**src/rtl/inert_spi_pkg.sv**
```systemverilog
// Shared constants and types for the inertial-sensor SPI responder.
package inert_spi_pkg;

    // Register addresses (7-bit address field of the command byte)
    localparam logic [6:0] ADDR_INT_CFG = 7'h0D;
    localparam logic [6:0] ADDR_CTRL1   = 7'h10;
    localparam logic [6:0] ADDR_CTRL2   = 7'h11;
    localparam logic [6:0] ADDR_CTRL3   = 7'h14;
    localparam logic [6:0] ADDR_ROLL_L  = 7'h24;
    localparam logic [6:0] ADDR_ROLL_H  = 7'h25;
    localparam logic [6:0] ADDR_YAW_L   = 7'h26;
    localparam logic [6:0] ADDR_YAW_H   = 7'h27;
    localparam logic [6:0] ADDR_AY_L    = 7'h2A;
    localparam logic [6:0] ADDR_AY_H    = 7'h2B;
    localparam logic [6:0] ADDR_AZ_L    = 7'h2C;
    localparam logic [6:0] ADDR_AZ_H    = 7'h2D;

    // Frame layout
    localparam int unsigned READ_BIT   = 15;
    localparam int unsigned FRAME_BITS = 16;
    localparam int unsigned CMD_BITS   = 8;

    typedef enum logic [1:0] {IDLE, CMD, DATA} state_t;

endpackage

```
**src/rtl/inert_spi_slave_if.sv**
```systemverilog
// SPI pins plus the parallel sample bus of the sensor stand-in.
interface inert_spi_slave_if;

    logic        SS_n;
    logic        SCLK;
    logic        MOSI;
    logic        MISO;
    logic        INT;
    logic [15:0] roll_rt_in;
    logic [15:0] yaw_rt_in;
    logic [15:0] AY_in;
    logic [15:0] AZ_in;
    logic        smpl_vld;
    logic        overrun;

    modport master (
        output SS_n, SCLK, MOSI, roll_rt_in, yaw_rt_in, AY_in, AZ_in, smpl_vld,
        input  MISO, INT, overrun
    );

    modport slave (
        input  SS_n, SCLK, MOSI, roll_rt_in, yaw_rt_in, AY_in, AZ_in, smpl_vld,
        output MISO, INT, overrun
    );

endinterface

```
**src/rtl/spi_slv_shift.sv**
```systemverilog
// SPI mode-3 frame engine: input synchronizers, edge detect, shift registers,
// bit counter and end-of-frame strobes.
module spi_slv_shift
    import inert_spi_pkg::*;
#(
    parameter int unsigned SYNC_STAGES = 2
) (
    input  logic        clk,
    input  logic        rst,
    input  logic        ss_n_i,
    input  logic        sclk_i,
    input  logic        mosi_i,
    input  logic [7:0]  rd_data_i,
    output logic [6:0]  rd_addr_o,
    output logic        miso_o,
    output logic [15:0] frame_o,
    output logic        frame_done_o,
    output logic        frame_abort_o
);

    localparam logic [4:0] FrameCnt = 5'(FRAME_BITS);
    localparam logic [4:0] LastCmd  = 5'(CMD_BITS - 1);

    logic [SYNC_STAGES-1:0] ss_sync_q, sclk_sync_q, mosi_sync_q;
    logic                   ss_dly_q, sclk_dly_q;
    logic                   ss_s, sclk_s, mosi_s;
    logic                   ss_fall, ss_rise, sclk_rise, sclk_fall;

    state_t      state_q, state_d;
    logic [4:0]  cnt_q, cnt_d;
    logic [15:0] rx_q, rx_d;
    logic [7:0]  tx_q, tx_d;
    logic        miso_q, miso_d;
    logic        done_q, done_d;
    logic        abort_q, abort_d;

    // Synchronizer chains plus one delay flop for edge detection. SS_n resets
    // to the asserted level so a frame in flight during reset is never re-entered.
    always_ff @(posedge clk) begin
        if (rst) begin
            ss_sync_q   <= '0;
            sclk_sync_q <= '1;
            mosi_sync_q <= '0;
            ss_dly_q    <= 1'b0;
            sclk_dly_q  <= 1'b1;
        end else begin
            ss_sync_q   <= {ss_sync_q[SYNC_STAGES-2:0], ss_n_i};
            sclk_sync_q <= {sclk_sync_q[SYNC_STAGES-2:0], sclk_i};
            mosi_sync_q <= {mosi_sync_q[SYNC_STAGES-2:0], mosi_i};
            ss_dly_q    <= ss_s;
            sclk_dly_q  <= sclk_s;
        end
    end

    assign ss_s      = ss_sync_q[SYNC_STAGES-1];
    assign sclk_s    = sclk_sync_q[SYNC_STAGES-1];
    assign mosi_s    = mosi_sync_q[SYNC_STAGES-1];
    assign ss_fall   = ss_dly_q & ~ss_s;
    assign ss_rise   = ~ss_dly_q & ss_s;
    assign sclk_rise = ~sclk_dly_q & sclk_s;
    assign sclk_fall = sclk_dly_q & ~sclk_s;

    // Frame FSM and shift-register state.
    always_ff @(posedge clk) begin
        if (rst) begin
            state_q <= IDLE;
            cnt_q   <= '0;
            rx_q    <= '0;
            tx_q    <= '0;
            miso_q  <= 1'b0;
            done_q  <= 1'b0;
            abort_q <= 1'b0;
        end else begin
            state_q <= state_d;
            cnt_q   <= cnt_d;
            rx_q    <= rx_d;
            tx_q    <= tx_d;
            miso_q  <= miso_d;
            done_q  <= done_d;
            abort_q <= abort_d;
        end
    end

    // Address of the command byte as it completes on the 8th rise.
    assign rd_addr_o = {rx_q[5:0], mosi_s};

    // Next-state: SS_n edges dominate, otherwise shift on SCLK edges.
    always_comb begin
        state_d = state_q;
        cnt_d   = cnt_q;
        rx_d    = rx_q;
        tx_d    = tx_q;
        miso_d  = miso_q;
        done_d  = 1'b0;
        abort_d = 1'b0;
        if (ss_rise) begin
            state_d = IDLE;
            if (state_q != IDLE) begin
                done_d  = (cnt_q == FrameCnt);
                abort_d = (cnt_q != FrameCnt);
            end
        end else if (ss_fall) begin
            state_d = CMD;
            cnt_d   = '0;
            miso_d  = 1'b0;
            tx_d    = '0;
        end else begin
            unique case (state_q)
                CMD: begin
                    if (sclk_rise) begin
                        rx_d  = {rx_q[14:0], mosi_s};
                        cnt_d = cnt_q + 5'd1;
                        if (cnt_q == LastCmd) begin
                            state_d = DATA;
                            // rx_q[6] becomes the R/W bit once this bit shifts in
                            tx_d = rx_q[6] ? rd_data_i : 8'h00;
                        end
                    end
                end
                DATA: begin
                    if (sclk_rise && cnt_q != 5'h1F) begin
                        rx_d  = {rx_q[14:0], mosi_s};
                        cnt_d = cnt_q + 5'd1;
                    end
                    if (sclk_fall) begin
                        miso_d = tx_q[7];
                        tx_d   = {tx_q[6:0], 1'b0};
                    end
                end
                default: ;
            endcase
        end
    end

    assign miso_o        = miso_q;
    assign frame_o       = rx_q;
    assign frame_done_o  = done_q;
    assign frame_abort_o = abort_q;

endmodule

```
**src/rtl/inert_spi_slave.sv**
```systemverilog
// Inertial-sensor SPI stand-in: config registers, sample latch, INT and overrun.
module inert_spi_slave
    import inert_spi_pkg::*;
#(
    parameter int unsigned SYNC_STAGES = 2
) (
    input logic               clk,
    input logic               rst,
    inert_spi_slave_if.slave  bus
);

    logic [7:0]  int_cfg_q, int_cfg_d, ctrl1_q, ctrl1_d, ctrl2_q, ctrl2_d, ctrl3_q, ctrl3_d;
    logic [15:0] roll_q, roll_d, yaw_q, yaw_d, ay_q, ay_d, az_q, az_d;
    logic        int_q, int_d, overrun_q, overrun_d;

    logic [6:0]  rd_addr;
    logic [7:0]  rd_data;
    logic [15:0] frame;
    logic        frame_done, unused_abort, miso;
    logic        wr_en, clr_int, armed, accept;

    spi_slv_shift #(
        .SYNC_STAGES (SYNC_STAGES)
    ) u_shift (
        .clk           (clk),
        .rst           (rst),
        .ss_n_i        (bus.SS_n),
        .sclk_i        (bus.SCLK),
        .mosi_i        (bus.MOSI),
        .rd_data_i     (rd_data),
        .rd_addr_o     (rd_addr),
        .miso_o        (miso),
        .frame_o       (frame),
        .frame_done_o  (frame_done),
        .frame_abort_o (unused_abort)
    );

    // Read mux; unmapped addresses read as zero.
    always_comb begin
        rd_data = 8'h00;
        case (rd_addr)
            ADDR_INT_CFG: rd_data = int_cfg_q;
            ADDR_CTRL1:   rd_data = ctrl1_q;
            ADDR_CTRL2:   rd_data = ctrl2_q;
            ADDR_CTRL3:   rd_data = ctrl3_q;
            ADDR_ROLL_L:  rd_data = roll_q[7:0];
            ADDR_ROLL_H:  rd_data = roll_q[15:8];
            ADDR_YAW_L:   rd_data = yaw_q[7:0];
            ADDR_YAW_H:   rd_data = yaw_q[15:8];
            ADDR_AY_L:    rd_data = ay_q[7:0];
            ADDR_AY_H:    rd_data = ay_q[15:8];
            ADDR_AZ_L:    rd_data = az_q[7:0];
            ADDR_AZ_H:    rd_data = az_q[15:8];
            default:      rd_data = 8'h00;
        endcase
    end

    assign wr_en   = frame_done & ~frame[READ_BIT];
    assign clr_int = frame_done & frame[READ_BIT] & (frame[14:8] == ADDR_AZ_H);
    assign armed   = int_cfg_q[1] & (ctrl1_q != 8'h00) & (ctrl2_q != 8'h00);
    // A read of AZ_H committing in the same cycle frees the latch for this sample.
    assign accept  = bus.smpl_vld & armed & (~int_q | clr_int);

    // Register writes, sample latch, INT and sticky overrun.
    always_comb begin
        int_cfg_d = int_cfg_q;
        ctrl1_d   = ctrl1_q;
        ctrl2_d   = ctrl2_q;
        ctrl3_d   = ctrl3_q;
        roll_d    = roll_q;
        yaw_d     = yaw_q;
        ay_d      = ay_q;
        az_d      = az_q;
        int_d     = int_q;
        overrun_d = overrun_q;
        if (wr_en) begin
            case (frame[14:8])
                ADDR_INT_CFG: int_cfg_d = frame[7:0];
                ADDR_CTRL1:   ctrl1_d   = frame[7:0];
                ADDR_CTRL2:   ctrl2_d   = frame[7:0];
                ADDR_CTRL3:   ctrl3_d   = frame[7:0];
                default: ;
            endcase
        end
        if (clr_int) begin
            int_d = 1'b0;
        end
        if (accept) begin
            roll_d = bus.roll_rt_in;
            yaw_d  = bus.yaw_rt_in;
            ay_d   = bus.AY_in;
            az_d   = bus.AZ_in;
            int_d  = 1'b1;
        end
        if (bus.smpl_vld && armed && int_q && !clr_int) begin
            overrun_d = 1'b1;
        end
    end

    // Register file state.
    always_ff @(posedge clk) begin
        if (rst) begin
            int_cfg_q <= '0;
            ctrl1_q   <= '0;
            ctrl2_q   <= '0;
            ctrl3_q   <= '0;
            roll_q    <= '0;
            yaw_q     <= '0;
            ay_q      <= '0;
            az_q      <= '0;
            int_q     <= 1'b0;
            overrun_q <= 1'b0;
        end else begin
            int_cfg_q <= int_cfg_d;
            ctrl1_q   <= ctrl1_d;
            ctrl2_q   <= ctrl2_d;
            ctrl3_q   <= ctrl3_d;
            roll_q    <= roll_d;
            yaw_q     <= yaw_d;
            ay_q      <= ay_d;
            az_q      <= az_d;
            int_q     <= int_d;
            overrun_q <= overrun_d;
        end
    end

    assign bus.MISO    = miso;
    assign bus.INT     = int_q;
    assign bus.overrun = overrun_q;

endmodule

```
**src/flat_wrapper.sv**
```systemverilog
// flat-port wrapper written by rule: the top's interface ports become plain ports
module inert_spi_slave_flat import inert_spi_pkg::*;
#(
    parameter int unsigned SYNC_STAGES = 2
)
  (clk, rst, bus_SS_n, bus_SCLK, bus_MOSI, bus_roll_rt_in, bus_yaw_rt_in, bus_AY_in, bus_AZ_in, bus_smpl_vld, bus_MISO, bus_INT, bus_overrun);
  inert_spi_slave_if bus_i ();
  input logic clk;
  input logic rst;
  input wire logic [$bits(bus_i.SS_n)-1:0] bus_SS_n;
  input wire logic [$bits(bus_i.SCLK)-1:0] bus_SCLK;
  input wire logic [$bits(bus_i.MOSI)-1:0] bus_MOSI;
  input wire logic [$bits(bus_i.roll_rt_in)-1:0] bus_roll_rt_in;
  input wire logic [$bits(bus_i.yaw_rt_in)-1:0] bus_yaw_rt_in;
  input wire logic [$bits(bus_i.AY_in)-1:0] bus_AY_in;
  input wire logic [$bits(bus_i.AZ_in)-1:0] bus_AZ_in;
  input wire logic [$bits(bus_i.smpl_vld)-1:0] bus_smpl_vld;
  output wire logic [$bits(bus_i.MISO)-1:0] bus_MISO;
  output wire logic [$bits(bus_i.INT)-1:0] bus_INT;
  output wire logic [$bits(bus_i.overrun)-1:0] bus_overrun;
  assign bus_i.SS_n = bus_SS_n;
  assign bus_i.SCLK = bus_SCLK;
  assign bus_i.MOSI = bus_MOSI;
  assign bus_i.roll_rt_in = bus_roll_rt_in;
  assign bus_i.yaw_rt_in = bus_yaw_rt_in;
  assign bus_i.AY_in = bus_AY_in;
  assign bus_i.AZ_in = bus_AZ_in;
  assign bus_i.smpl_vld = bus_smpl_vld;
  assign bus_MISO = bus_i.MISO;
  assign bus_INT = bus_i.INT;
  assign bus_overrun = bus_i.overrun;
  inert_spi_slave #(.SYNC_STAGES(SYNC_STAGES)) u_core (.clk(clk), .rst(rst), .bus(bus_i));
endmodule
```
**config.mk**
```make
export PLATFORM = sky130hd
export DESIGN_NAME = inert_spi_slave_flat
export DESIGN_NICKNAME = d
export VERILOG_FILES = /design/src/rtl/inert_spi_pkg.sv /design/src/rtl/inert_spi_slave_if.sv /design/src/rtl/spi_slv_shift.sv /design/src/rtl/inert_spi_slave.sv /design/src/flat_wrapper.sv
export SDC_FILE = /design/constraint.sdc
export NUM_CORES = 1
export LEC_CHECK = 0
export CAP_MARGIN = 20
export CORE_UTILIZATION = 40
export CTS_CLUSTER_DIAMETER = 40
export DETAILED_ROUTE_END_ITERATION = 7
export HOLD_SLACK_MARGIN = 0.1
export PLACE_DENSITY_LB_ADDON = 0.08
export SLEW_MARGIN = 20
export SYNTH_ARGS = -nofsm -noshare
export SYNTH_HDL_FRONTEND = slang
export SYNTH_SLANG_ARGS = --single-unit
```
**constraint.sdc**
```tcl
create_clock -name clk -period 2.3 [get_ports clk]
set_input_delay 0.23 -clock clk [delete_from_list [all_inputs] [get_ports clk]]
set_output_delay 0.23 -clock clk [all_outputs]
set_load 0.05 [all_outputs]
```
==> out/results.txt, run 1 <==
Setup repair after global routing missed its margin -> no
Sequential area share after synthesis -> 44.8%
Final hold viol count -> 0
Kind of capture point of the worst setup path -> register
Count of TritonRoute iterations in the first routing pass -> 5
Worst R2R Path Depth -> 5
Layout cell share with drive strength beyond 1 -> 9.49%
Final worst path period share -> 94.2%
Wire length of the first global-routing pass -> 28100 um
Via-per-instance ratio -> 5.43
Average wire per cell in the routed design -> 17.6 um
Highest Clock Rate -> 462 MHz
Maximum ir drop on the vdd rail -> 0.492 mV
Chip Height -> 127 um
Share of synthesized flip-flops with an asynchronous set or reset -> 0%
Boundary Pins -> 73
Effective utilization at floorplan -> 40.9%
Number of synthesized register bits -> 139
Commonest register cell after synthesis -> dfxtp_1
Max-capacitance violation count -> 0
Worst EP required -> 2.60 ns
Routed wire length -> 17500 um
Synthesized instance count -> 719
Via count -> 5373
Part of the total power dissipated in the clock network -> 50.9%
GR Util All Layers -> 23.0%
Number of antenna violations at the first check in global routing -> 0
Number of flops mapped to enable cells by yosys -> 0
Critical Path AT -> 2.46 ns
Clock Latency Late Sink -> 0.43 ns
Depth of the CTS H-tree -> 4
Startpoint of the most critical setup path -> u_core.u_shift.frame_o[3]
Total number of yosys warnings -> 0
Final antenna diode count -> 0
Drc violations -> 0
NetSw -> 1.15 mW
Number of setup buffers added after CTS -> 0
Pin slew with the least headroom to its limit -> 0.666 ns
Worst-path maximum fanout -> 12
Internal power -> 4.21 mW
Mapped Area -> 6210 sq um
Number of global-route vias before repair -> 5170
Area growth, synth to finish -> 25.4%
Sequential fraction of design power -> 45.2%
Most common cell after layout, fill and taps aside -> nand2_1
Number of endpoints failing setup at the final stage -> 0
Reg-to-reg critical path startpoint -> u_core.u_shift.frame_o[3]
Tot Pwr -> 5.36 mW
Maximum count of clock buffers along a single path -> 2
Clock-pin slew reported for the worst setup and hold paths after clock tree synthesis -> 0.06 ns
Pin count of the biggest net entering global routing -> 85
Distinct cells, synth -> 64
Number of hold buffers added after CTS -> 0
Final weighted congestion of routability-driven global placement -> 0.918
Crit Path Class -> register to register
Total power divided by cell area -> 688 nW/um^2
Cell count of the worst hold path -> 2
Detail Placement HPWL -> 12700 um
DIE AREA -> 16000 sq um
Area of the core -> 15200 sq um
Buffers added on ports -> 72
Switching share of power -> 21.5%
Number of DRC markers after the initial detailed-route iteration -> 311
Fin Clk Skew -> 0.00799 ns
Net count after synthesis -> 795
Leakage power of the design -> 2.90 nW
Worst min path class -> input port to register
Clock tree from TritonCTS -> done
Number of pins with negative max-slew slack in the final report -> 0
Post-route antenna net violation count -> 0
Number of buffers inserted during clock tree synthesis -> 17
Floorplan die width -> 127 um
Final worst path period need -> 2.17 ns
Worst slack at placement -> 0.134 ns
Run status -> finished clean
TNS Setup -> 0 ns
Beginning of the worst hold path -> rst
Mean post-synth cell area -> 8.64 sq um
Final-stage net count -> 864
TritonCTS Sinks -> 139
Combinational fraction of design power -> 3.9%
Slew headroom -> 55.5%
Clock tree root driver cell -> clkbuf_16
Sum of overflow across all layers after global routing -> 0
Most frequent cells in the layout -> nand2_1 (140), dfxtp_1 (138), a21oi_1 (75), clkdlybuf4s50_1 (71), mux2i_1 (68)
Row count -> 45
Setup WS post-layout -> 0.133 ns
Worst setup SP type -> register
-- stage by stage --
stage	cell area (sq um)	util, %	std cells	hold WS [ns]
floorplan	6210	-	719	0.334
global placement	7190	47.3	957	0.402
detailed placement	7190	47.3	957	0.398
CTS	7780	51.2	989	0.266
global route	7790	51.2	989	0.289
finish	7790	51.2	989	0.268
-- power by group through the flow --
stage / Combinational [mW] / Clock (mW) / Sequential, mW
6_report: 0.209 / 2.73 / 2.42
5_1_grt: 0.223 / 2.90 / 2.42
4_1_cts: 0.211 / 2.78 / 2.42
3_5_place_dp: 0.210 / 0 / 2.48
3_3_place_gp: 0.208 / 0 / 2.48
2_1_floorplan: 0.0742 / 0 / 2.47
-- final cells by class --
cell class | instances | area [sq um]
Clock buffer | 20 | 457
Clock inverter | 12 | 139
Fill cell | 1483 | 7410
Inverter | 7 | 26.3
Multi-Input combinational cell | 522 | 3170
Sequential cell | 139 | 2790
Tap cell | 188 | 235
Timing Repair Buffer | 101 | 973
-- repair_timing --
action / 4_1_cts / 5_1_grt
gates resized for setup: 0 / 1
endpoints found under the hold margin: 0 / 0
endpoints found under the setup margin: 0 / 7
-- logic make-up after synthesis --
| logic type | after synthesis | synth area share, % |
|---|---|---|
| buffers and inverters | 58 | 4.19 |
| multiplexers | 74 | 12.0 |
| AO/OA/AOI/OAI | 128 | 12.8 |
| adder cells (fa/ha/maj) | 6 | 1.21 |
| XOR/XNOR | 3 | 0.423 |
| flip-flops | 139 | 44.8 |
| AND/OR/NAND/NOR | 311 | 24.5 |
-- sequential cells by signal, indices dropped and copies added (netlist names), 8 cells and up --
signal / cells
u_core.az_q: 16
u_core.ctrl1_q: 8
u_core.u_shift.tx_q: 8
u_core.ctrl2_q: 8
u_core.yaw_q: 16
u_core.roll_q: 16
u_core.ctrl3_q: 8
u_core.ay_q: 16
u_core.int_cfg_q: 8
u_core.u_shift.frame_o: 16
-- metal layers --
metal,GRT usage [%],part of all wire [%],vias up
met2,37.3,48,123
li1,-,-,2661
met5,0,0,-
met4,8.72,2.3,0
met3,5.19,3.7,27
met1,29.9,46,2562
-- worst paths after layout --
path	endpoint	slack [ns]
worst max register to register	u_core.u_shift.tx_q[5]	0.13
worst min-delay path	u_core.u_shift.mosi_sync_q[0]	0.27
worst min register to register	u_core.u_shift.sclk_sync_q[1]	0.41
worst max-delay path	u_core.u_shift.tx_q[5]	0.13
-- critical path: stages, from the launching register on --
cell	delay [ns]
dfxtp_1	0.55
and4bb_4	0.31
and3_1	0.25
a2111o_1	0.44
nor4_1	0.36
o22ai_1	0.13
-- cell usage after synthesis (4+ instances only) --
cell | count | area share [%]
mux2i_1 | 68 | 11
nand4_1 | 10 | 1.0
inv_1 | 6 | 0.36
a21oi_1 | 75 | 6.0
mux2_1 | 6 | 1.1
buf_4 | 7 | 0.85
dfxtp_1 | 139 | 45
nor3_1 | 4 | 0.32
nor4_1 | 11 | 1.1
ha_1 | 6 | 1.2
o221ai_1 | 4 | 0.56
and3_1 | 4 | 0.40
clkbuf_1 | 29 | 1.8
nor3b_1 | 4 | 0.48
nand3_1 | 13 | 1.0
o22ai_1 | 11 | 1.1
nand2_1 | 140 | 8.5
buf_2 | 12 | 0.97
nor2_1 | 67 | 4.0
o21ai_0 | 5 | 0.40
nand4b_1 | 4 | 0.56
a22oi_1 | 10 | 1.2
nand2b_1 | 8 | 0.81
nor2b_1 | 10 | 1.0
nand3b_1 | 9 | 1.1
Power figures use the tool's default switching activity.
==> run 2: changes to the inputs <==
Settings changed: CORE_UTILIZATION 40 to 41.
==> out/results.txt, run 2 (synthesis gave the netlist of run 1 again) <==
Final hold viol count -> 0 (unchanged)
Row count -> 44 (-2.2%)
Final-stage net count -> 860 (-0.46%)
Most frequent cells in the layout -> nand2_1 (140), dfxtp_1 (138), a21oi_1 (75), clkdlybuf4s50_1 (71), mux2i_1 (68)
Area of the core -> 14600 sq um (-3.7%)
Pin count of the biggest net entering global routing -> 133 (+56%)
Final weighted congestion of routability-driven global placement -> 0.869 (-5.4%)
Register cell area after layout -> 2780 sq um (about the same)
Number of hold buffers added after CTS -> 0 (unchanged)
Final worst hold slack -> 0.122 ns (-0.146 ns)
Sum of overflow across all layers after global routing -> 0 (unchanged)
Cells resized by post-CTS repair -> 0 (unchanged)
Number of DRC markers after the initial detailed-route iteration -> 269 (-14%)
Count of TritonRoute iterations in the first routing pass -> 5 (unchanged)
Depth of the CTS H-tree -> 4 (unchanged)
Clock tree root driver cell -> clkbuf_16
Final design instance area without fill -> 7780 sq um (-0.11%)
Cells along the critical path -> and2b_1 > a32oi_1 > o32ai_1 > buf_4 > nand4_1 > buf_4 > o211ai_1
Buffers added on ports -> 72 (unchanged)
Most frequent CP cell -> buf_4
Floorplan die width -> 125 um (-1.2%)
Setup WS post-layout -> 0.139 ns (+0.00542 ns)
Number of buffers and inverters on the critical path -> 2 (+2)
Number of global-route vias before repair -> 5344 (+3.4%)
Worst slack at placement -> 0.183 ns (+0.0493 ns)
Pin slew with the least headroom to its limit -> 0.710 ns (+0.0439 ns)
Footprint of the multi-input gates -> 3170 sq um (unchanged)
Wire length of the first global-routing pass -> 27500 um (-2.2%)
Average wire per cell in the routed design -> 17.3 um (-2.0%)
Boundary Pins -> 73 (unchanged)
Total power divided by cell area -> 711 nW/um^2 (+3.3%)
Cell at the slowest stage of the critical path -> o32ai_1
Total cell area at the placement stage -> 7150 sq um (-0.49%)
Number of endpoints failing setup at the final stage -> 0 (unchanged)
Worst EP required -> 2.64 ns (+0.04 ns)
Clock-pin slew reported for the worst setup and hold paths after clock tree synthesis -> 0.06 ns (about the same)
Effective utilization at floorplan -> 42.4% (+1.6 points)
Via-per-instance ratio -> 5.44 (+0.17%)
Worst setup SP type -> register
Kind of capture point of the worst setup path -> register
Final antenna diode count -> 0 (unchanged)
TritonCTS Sinks -> 139 (unchanged)
GR Util All Layers -> 22.6% (-0.45 points)
Max-capacitance violation count -> 0 (unchanged)
Setup repair after global routing missed its margin -> no
Slew headroom -> 52.6% (-2.9 points)
TNS Setup -> 0 ns (unchanged)
Number of antenna violations at the first check in global routing -> 0 (unchanged)
Crit Path Class -> register to register
Run status -> finished clean
Fin Clk Skew -> 0.0120 ns (+0.00396 ns)
Leakage power of the design -> 2.89 nW (-0.17%)
Drc violations -> 0 (unchanged)
Clock Latency Late Sink -> 0.43 ns (about the same)
Maximum count of clock buffers along a single path -> 2 (unchanged)
Utilization after layout -> 53.1% (+1.9 points)
Routed wire length -> 16900 um (-2.9%)
Number of buffers inserted during clock tree synthesis -> 17 (unchanged)
Number of setup buffers added after CTS -> 0 (unchanged)
Worst min path class -> input port to register
Highest Clock Rate -> 463 MHz (+0.25%)
Non-filler cells, final -> 980 (-0.91%)
Maximum ir drop on the vdd rail -> 0.574 mV (+17%)
Tot Pwr -> 5.53 mW (+3.2%)
Maximum single-stage delay on the critical path -> 0.47 ns (-0.08 ns)
Most common cell after layout, fill and taps aside -> nand2_1
Layout cell share with drive strength beyond 1 -> 9.05% (-0.44 points)
Detail Placement HPWL -> 11900 um (-6.6%)
Chip Height -> 125 um (-1.2%)
Final worst path period need -> 2.16 ns (-0.00542 ns)
Area growth, synth to finish -> 25.2%
Cell family with most CP delay -> compound AO/OA/AOI/OAI gates
Via count -> 5333 (-0.74%)
Final worst path period share -> 94.0% (-0.24 points)
Number of fill cells -> 1402 (-5.5%)
Placed cell count -> 949 (-0.84%)
Clock tree from TritonCTS -> done
Worst-path maximum fanout -> 12 (unchanged)
Post-route antenna net violation count -> 0 (unchanged)
Number of pins with negative max-slew slack in the final report -> 0 (unchanged)
Critical Path AT -> 2.51 ns (+0.05 ns)
DIE AREA -> 15600 sq um (-2.4%)
## run 2: cell type report
type / instances / share of cell area [%]
clock buffer: 19 / 5.82
clock inverter: 12 / 2.20
inverter: 7 / 0.338
multi-input combinational: 522 / 40.8
sequential: 139 / 35.8
tap: 184 / 2.96
timing repair buffer: 97 / 12.1
## run 2: where the power goes
part | switching (mW) | internal [mW]
combinational | 0.0842 | 0.128
clock | 1.04 | 1.86
sequential | 0.00375 | 2.41
## run 2: worst reg2reg max path, cell delays in order (launching register included)
cell      delay, ns
dfxtp_1        0.45
and2b_1        0.36
a32oi_1        0.15
o32ai_1        0.47
buf_4          0.19
nand4_1        0.09
buf_4          0.22
o211ai_1       0.16
## run 2: worst paths after layout
path	slack, ns	cells after the start	from	endpoint
min reg2reg	0.41	1	u_core.u_shift.sclk_sync_q[0]	u_core.u_shift.sclk_sync_q[1]
max reg2reg	0.14	7	u_core.u_shift.frame_o[4]	u_core.u_shift.tx_q[3]
max	0.14	7	u_core.u_shift.frame_o[4]	u_core.u_shift.tx_q[3]
min	0.12	3	rst	u_core.u_shift.state_q[1]
## run 2: metal layers
metal | wire length, um | vias to the layer above | part of all wire (%) | track usage [%]
met5 | 0 | - | 0 | 0
met4 | 459 | 0 | 2.7 | 10.2
met3 | 624 | 29 | 3.7 | 4.54
met2 | 7970 | 129 | 47 | 36.7
met1 | 7890 | 2530 | 47 | 29.0
li1 | - | 2645 | - | -
